File: src/rtl/fft16_bfly_sequencer.sv
// Frame sequencer for the 8-bit complex radix-2 butterfly: loads a 16-sample frame,
// issues the 8 (k, k+8) pairs, captures the results in place and streams them out.
module fft16_bfly_sequencer (
    input  logic        clock_c,
    input  logic        reset_n,
    input  logic        in_valid,
    output logic        in_ready,
    input  logic [15:0] in_data,
    output logic        out_valid,
    input  logic        out_ready,
    output logic [15:0] out_data,
    output logic        out_last,
    output logic [15:0] bf_a,
    output logic [15:0] bf_b,
    output logic [2:0]  bf_tw,
    output logic        bf_en,
    output logic        bf_clr,
    input  logic [15:0] bf_o1,
    input  logic [15:0] bf_o2,
    output logic        busy
);

    localparam int unsigned DW      = 16;
    localparam int unsigned N       = 16;
    localparam int unsigned AW      = 4;
    localparam int unsigned TW      = 3;
    localparam int unsigned LAT     = 4;
    localparam int unsigned HALF    = N / 2;
    localparam int unsigned LAST_T  = HALF + LAT - 1;

    typedef enum logic [1:0] {
        S_LOAD   = 2'd0,
        S_ISSUE  = 2'd1,
        S_FLUSH  = 2'd2,
        S_UNLOAD = 2'd3
    } state_e;

    state_e          state_q, state_d;
    logic [AW-1:0]   cnt_q, cnt_d;
    logic [DW-1:0]   buf_q [N];

    logic            ld_we;
    logic            cap_we;
    logic [AW-1:0]   cap_lo;
    logic [AW-1:0]   cap_hi;

    // Capture targets: sum goes to the lower half slot, difference to the upper one
    assign cap_lo = cnt_q - AW'(LAT);
    assign cap_hi = cnt_q + AW'(LAT);

    always_ff @(posedge clock_c or negedge reset_n) begin
        if (!reset_n) begin
            state_q <= S_LOAD;
            cnt_q   <= '0;
        end else begin
            state_q <= state_d;
            cnt_q   <= cnt_d;
        end
    end

    always_comb begin
        state_d   = state_q;
        cnt_d     = cnt_q;
        ld_we     = 1'b0;
        cap_we    = 1'b0;
        in_ready  = 1'b0;
        out_valid = 1'b0;
        out_data  = '0;
        out_last  = 1'b0;
        bf_a      = '0;
        bf_b      = '0;
        bf_tw     = '0;
        bf_en     = 1'b0;
        bf_clr    = 1'b1;
        busy      = 1'b0;

        case (state_q)
            S_LOAD: begin
                in_ready = 1'b1;
                if (in_valid) begin
                    ld_we = 1'b1;
                    cnt_d = cnt_q + AW'(1);
                    if (cnt_q == AW'(N - 1)) begin
                        cnt_d   = '0;
                        state_d = S_ISSUE;
                    end
                end
            end
            S_ISSUE: begin
                bf_en  = 1'b1;
                bf_clr = 1'b0;
                busy   = 1'b1;
                bf_a   = buf_q[cnt_q];
                bf_b   = buf_q[{1'b1, cnt_q[TW-1:0]}];
                bf_tw  = cnt_q[TW-1:0];
                cap_we = (cnt_q >= AW'(LAT));
                cnt_d  = cnt_q + AW'(1);
                if (cnt_q == AW'(HALF - 1)) begin
                    state_d = S_FLUSH;
                end
            end
            S_FLUSH: begin
                bf_en  = 1'b1;
                bf_clr = 1'b0;
                busy   = 1'b1;
                cap_we = 1'b1;
                cnt_d  = cnt_q + AW'(1);
                if (cnt_q == AW'(LAST_T)) begin
                    cnt_d   = '0;
                    state_d = S_UNLOAD;
                end
            end
            S_UNLOAD: begin
                out_valid = 1'b1;
                out_data  = buf_q[cnt_q];
                out_last  = (cnt_q == AW'(N - 1));
                if (out_ready) begin
                    cnt_d = cnt_q + AW'(1);
                    if (cnt_q == AW'(N - 1)) begin
                        cnt_d   = '0;
                        state_d = S_LOAD;
                    end
                end
            end
            default: begin
                state_d = S_LOAD;
                cnt_d   = '0;
            end
        endcase
    end

    // Frame buffer: sample loads and in-place butterfly captures never target the same word
    always_ff @(posedge clock_c or negedge reset_n) begin
        if (!reset_n) begin
            for (int i = 0; i < N; i++) begin
                buf_q[i] <= '0;
            end
        end else begin
            for (int i = 0; i < N; i++) begin
                if (ld_we && (cnt_q == AW'(i))) begin
                    buf_q[i] <= in_data;
                end else if (cap_we && (cap_lo == AW'(i))) begin
                    buf_q[i] <= bf_o1;
                end else if (cap_we && (cap_hi == AW'(i))) begin
                    buf_q[i] <= bf_o2;
                end
            end
        end
    end

endmodule

File: config.mk
export PLATFORM = sky130hd
export DESIGN_NAME = fft16_bfly_sequencer
export DESIGN_NICKNAME = d
export VERILOG_FILES = /design/src/rtl/fft16_bfly_sequencer.sv
export SDC_FILE = /design/constraint.sdc
export NUM_CORES = 1
export LEC_CHECK = 0
export CAP_MARGIN = 20
export CORE_MARGIN = 5
export CORE_UTILIZATION = 45
export CTS_BUF_LIST = sky130_fd_sc_hd__clkbuf_4 sky130_fd_sc_hd__clkbuf_8
export DETAILED_ROUTE_END_ITERATION = 10
export PLACE_DENSITY_LB_ADDON = 0.08
export SLEW_MARGIN = 20
export SYNTH_ARGS = -nofsm -noshare
export SYNTH_HDL_FRONTEND = slang
export SYNTH_SLANG_ARGS = --single-unit
File: constraint.sdc
create_clock -name clock_c -period 2.47 [get_ports clock_c]
set_input_delay 0.3705 -clock clock_c [delete_from_list [all_inputs] [get_ports clock_c]]
set_output_delay 0.3705 -clock clock_c [all_outputs]
set_load 0.03 [all_outputs]
**Word level (Yosys, flattened, before mapping)**

Cells that the tools add are included.

- $add $sub $neg: 3
- $lt $le $gt $ge: 3
- Muxes and demuxes: 78
- Reductions and logical operators: 71
- Bitwise gates (word level): 2
- Eq/ne operators: 54

Operator list:

| cell | count |
|---|---|
| 16-bit 2-to-1 mux | 55 |
| 16-bit binary-select mux with 4-bit select | 2 |
| 4-bit equality test, second input constant | 24 |
| 4-bit by 3-bit equality test with 1-bit output, second input constant | 12 |
| 1-bit logical AND | 48 |
| 3-bit nonzero test | 16 |
| 4-bit by 2-bit equality test with 1-bit output, second input constant | 6 |
| 4-bit 2-to-1 mux | 4 |
| 4-bit one-hot mux with 4 select lines | 1 |
| 4-bit by 1-bit equality test with 1-bit output, second input constant | 3 |
| 4-bit logical NOT | 3 |
| 2-bit 2-to-1 mux | 6 |
| 2-bit != test, second input constant | 6 |
| 5-bit greater-or-equal comparator, second input constant | 2 |
| 4-bit inverter with 5-bit output | 2 |
| 2-bit one-hot mux with 4 select lines | 1 |
| 1-bit 2-to-1 mux | 7 |
| 6-bit AND reduction | 1 |
| 4-bit by 1-bit adder with 4-bit output, second input constant | 1 |
| 4-bit by 3-bit adder with 4-bit output, second input constant | 1 |
| 2-bit equality test, second input constant | 2 |
| 4-bit by 3-bit greater-or-equal comparator with 1-bit output, second input constant | 1 |
| 4-bit by 3-bit subtractor with 4-bit output, second input constant | 1 |
| 3-bit 2-to-1 mux | 1 |
| other kinds (5) | 5 |

- Logic and storage cells: 229
- Register bits: 262

**Logic depth before layout (Yosys ltp)**

- Depth in word-level cells: 6
- Depth in mapped cells: 11

**Worst setup path before layout**

No wires, ideal clock.

- Kind: register -> register
- From: register cnt_q[1]
- To: register buf_q[229] (netlist bit)
- Required time: 2328 ps
- Period minus slack after synthesis: 2453 ps
- Setup slack: 17 ps
- Arrival: 2311 ps
- Stages on the path, launching flop included: 11
- Path through: dfrtp_1 buf_2 buf_1 inv_1 ha_1 nand2_1 or3_1 clkbuf_1 o31ai_2 buf_2 o221ai_1

- Word-level cells in the longest chain between the ends: 5
- Elaborated cells on any way between the ends: 13

Ends and longest elaborated chain:

| element | RTL line | text |
|---|---|---|
| from (decl) | 39 | `logic [AW-1:0] cnt_q, cnt_d;` |
| from (signal assigned) | 57 | `cnt_q <= cnt_d;` |
| 4-bit by 3-bit subtractor with 4-bit output / 4-bit by 3-bit greater-or-equal comparator with 1-bit output (equally long branches) | 48, 96 |  |
| 4-bit by 1-bit equality test with 1-bit output / 1-bit one-hot mux with 2 select lines (equally long branches) | 142, 77 |  |
| 1-bit logical AND | 142 | `end else if (cap_we && (cap_lo == AW'(i))) begin` |
| 16-bit 2-to-1 mux | 142 |  |
| 16-bit 2-to-1 mux | 140 | `if (ld_we && (cnt_q == AW'(i))) begin` |
| to (signal, indexed assignment) | 141 | `buf_q[i] <= in_data;` |
| to (signal, indexed assignment) | 143 | `buf_q[i] <= bf_o1;` |
| to (signal, indexed assignment) | 145 | `buf_q[i] <= bf_o2;` |
| to (decl) | 40 | `logic [DW-1:0] buf_q [N];` |

Several ways; a longest one is shown, not always the timed one.
A chain may end at the register's enable or synchronous reset.

**Worst setup path in the final report**

- From: register cnt_q[0]
- To: output out_data[13]

- Word-level cells in the longest chain between the ends: 5

Ends and longest elaborated chain:

| element | RTL line | text |
|---|---|---|
| 4-bit inverter with 5-bit output (implied by the code) | 115 | `out_data = buf_q[cnt_q];` |
| 16-bit binary-select mux with 4-bit select | 115 |  |
| 16-bit 2-to-1 mux (implied by the code) (2 in series) | 115 |  |
| 16-bit 2-to-1 mux | 77 | `case (state_q)` |
| to (decl) | 11 | `output logic [15:0] out_data,` |

No other way between the ends. The select of a mux whose other input is x is not followed.

==> metrics.txt <==
status finished, violations left; violated checks setup timing; Power Density between 1000 and 1500 mW/mm^2; Psw roughly 12 mW; Power Total ~30 mW; max-cap violation count 0; Pleak between 9 and 10 nW; final worst slack -681 ps; flops & latches, synth 262; Mean Syn Cell Area between 10 and 15 um^2; root buffer cell clkbuf_8; critical path's slowest cell mux4_2; RSZ-0062 raised after global routing yes; Worst-Margin Slew 837 ps; Initial Utilization between 40% and 50%; nets@finish between 1500 and 2000; Final HPWL DP just under 50000 um; Synth area leaders dfrtp_1 (38%), mux2i_1 (15%), o221ai_1 (8.5%), mux4_2 (6.9%), nand2_1 (4.4%); Syn Inst Count between 1500 and 2000; largest net degree at the start of global routing 74; Post-synth EDFFs 0; power share of the combinational group about 58%; initial drt markers between 1500 and 2000; critical path launch point type register; Rows 71; H-tree depth 2; Critical Path AT about 2800 ps; routed length per instance ~32 um; Peak VDD IR 0.763 mV; # port buffers about 110; initial antenna violation count 8; CTS tree yes; P&R area growth vs syn 30.6%; DRT Pass-1 Iters 5; clk_skew about 32 ps; Netlist cell types a little over 60; crit-path leading delay family multiplexers; Residual DRC 0; vias per cell 6.55; Synth Warn # 0; Yosys top cell area share 38.4%; grt ovf 0; Die W ~200 um; post-route ant nets 0; gr usage total between 30% and 40%; # setup viols final between 40 and 50; ys async rst share 100%; RR Startpoint cnt_q[0]; CP peak stage delay about 500 ps; Main synth FF type dfrtp_1; CTS buffer count 48; final hold vios 0; register share of total power roughly a quarter; FMAX 317 MHz; Hold WC Path Type input pin to async pin; via count 16008; Slew headroom 44.0%; GP Congestion 0.951; syn_nets between 1500 and 2000; full die area between 0.04 and 0.05 mm^2; # clock sinks approximately 260; Net Sw Frac around two fifths; Post-Syn Area about 0.017 mm^2; Tmin final between 3000 and 4000 ps; Ports between 100 and 150; leading area contributor after synthesis dfrtp_1; Worst Path Required 2100 ps; TNS Setup -27350 ps; CORE AREA about 0.038 mm^2; CP max FO 7; critical path cell sequence buf_12 > buf_12 > mux4_2 > mux2_4 > mux2i_1 > buf_4 > nor2_1 > buf_4; share of cells above drive strength 1 between 20 and 30%; vias in the first global route about 16000; Clock power frac 15.9%; Pint between 15 and 20 mW; Bufs and invs on worst path 4; Worst Setup SP cnt_q[0]; sequential area share after synthesis 38.4%; clk slew on worst S/H paths roughly 70 ps; fin crit share 128%; Critical Path Sink Type output port; final wirelength 78800 um; Slew Limit Fails 0; Clock Latency Late Sink about 630 ps; die extent in y 205 um; CP Class register to output port; first-pass GRT wire length ~110000 um; Max Root-Sink Buffers 3
-- cell usage after synthesis, drive strengths merged, types with 25 or more instances --
cell	n
dfrtp	262
nand3	26
o221ai	165
nor2	52
mux2i	263
nand2	202
clkbuf	115
mux2	32
buf	72
a22oi	71
mux4	64
o211ai	25
o21ai	74
inv	183
-- cells by family (layout without fill, tap and decap cells) --
group	after synthesis	in the layout	synth area share [%]
buffers and inverters	370	599	9.34
DFF	262	262	38.4
adders and majority gates	9	9	0.660
other	0	6	0
AOI/OAI and AO/OA	365	365	16.4
and+or+nand+nor	332	332	8.90
muxes	359	359	26.3
-- registers in the layout, summed over array words and instances (netlist names) --
signal   flops
buf_q      256
cnt_q        4
state_q      2
-- placed cells by master, fill, tap and decap left out, types with 38 or more instances in the layout --
master	count
a22oi_1	71
buf_4	153
clkbuf_8	64
buf_6	43
dfrtp_1	260
nand2_1	197
o221ai_1	165
mux2i_1	248
clkdlybuf4s50_1	51
o21ai_0	52
nor2_1	38
inv_1	177
buf_12	66
mux4_2	61
-- area by class of cell --
class | count | area, um^2
multi-input cells | 1065 | 9510
clock inverters | 11 | 111
flip-flops and latches | 262 | 6560
fillers | 3192 | 15300
diodes | 6 | 15.0
clock buffers | 77 | 978
repair buffers | 328 | 3750
well taps | 511 | 639
inverters | 183 | 698
-- through the flow --
stage | area, um^2 | utilization, % | hold WS (ps) | std cells | worst slack, ps
finish | 22300 | 59.3 | 253 | 2443 | -681
global route | 22300 | 59.3 | 283 | 2443 | -707
CTS | 22000 | 58.5 | 237 | 2422 | -727
detailed placement | 20000 | 53.3 | 305 | 2309 | -672
global placement | 20000 | 53.3 | 308 | 2309 | -688
floorplan | 17100 | - | 74.9 | 1697 | 17.1
-- layer usage --
| layer | wire length (um) | global-route usage, % |
|---|---|---|
| met5 | 27 | 0.476 |
| met3 | 9000 | 10.3 |
| met4 | 4910 | 20.8 |
| met1 | 30500 | 49.3 |
| met2 | 34400 | 54.6 |
-- power groups by stage --
stage	sequential, mW	clock [mW]	combinational, mW
detailed placement	7.92	0	14.4
global route	8.11	4.98	18.1
finish	7.91	4.77	17.3
CTS	7.86	4.79	16.3
floorplan	7.30	0	9.07
global placement	7.86	0	14.2
-- timing repair --
action,CTS,global route
setup buffers,18,19
hold buffers,1,0
hold endpoints to repair,37,0
setup endpoints to repair,157,190
pin swaps,20,17
gates cloned,9,2
gates resized for setup,399,56
-- path summary, 6_finish.rpt --
check,endpoint,slack (ps),depth (start not counted)
hold / removal,state_q[0],250,2
max in group asynchronous,buf_q[28],1310,3
hold reg to reg,buf_q[194],500,2
setup / recovery,out_data[13],-680,8
min in group clock_c,buf_q[194],500,2
setup reg to reg,buf_q[149],80,11
Note: power is estimated with default switching activity, not from simulation.
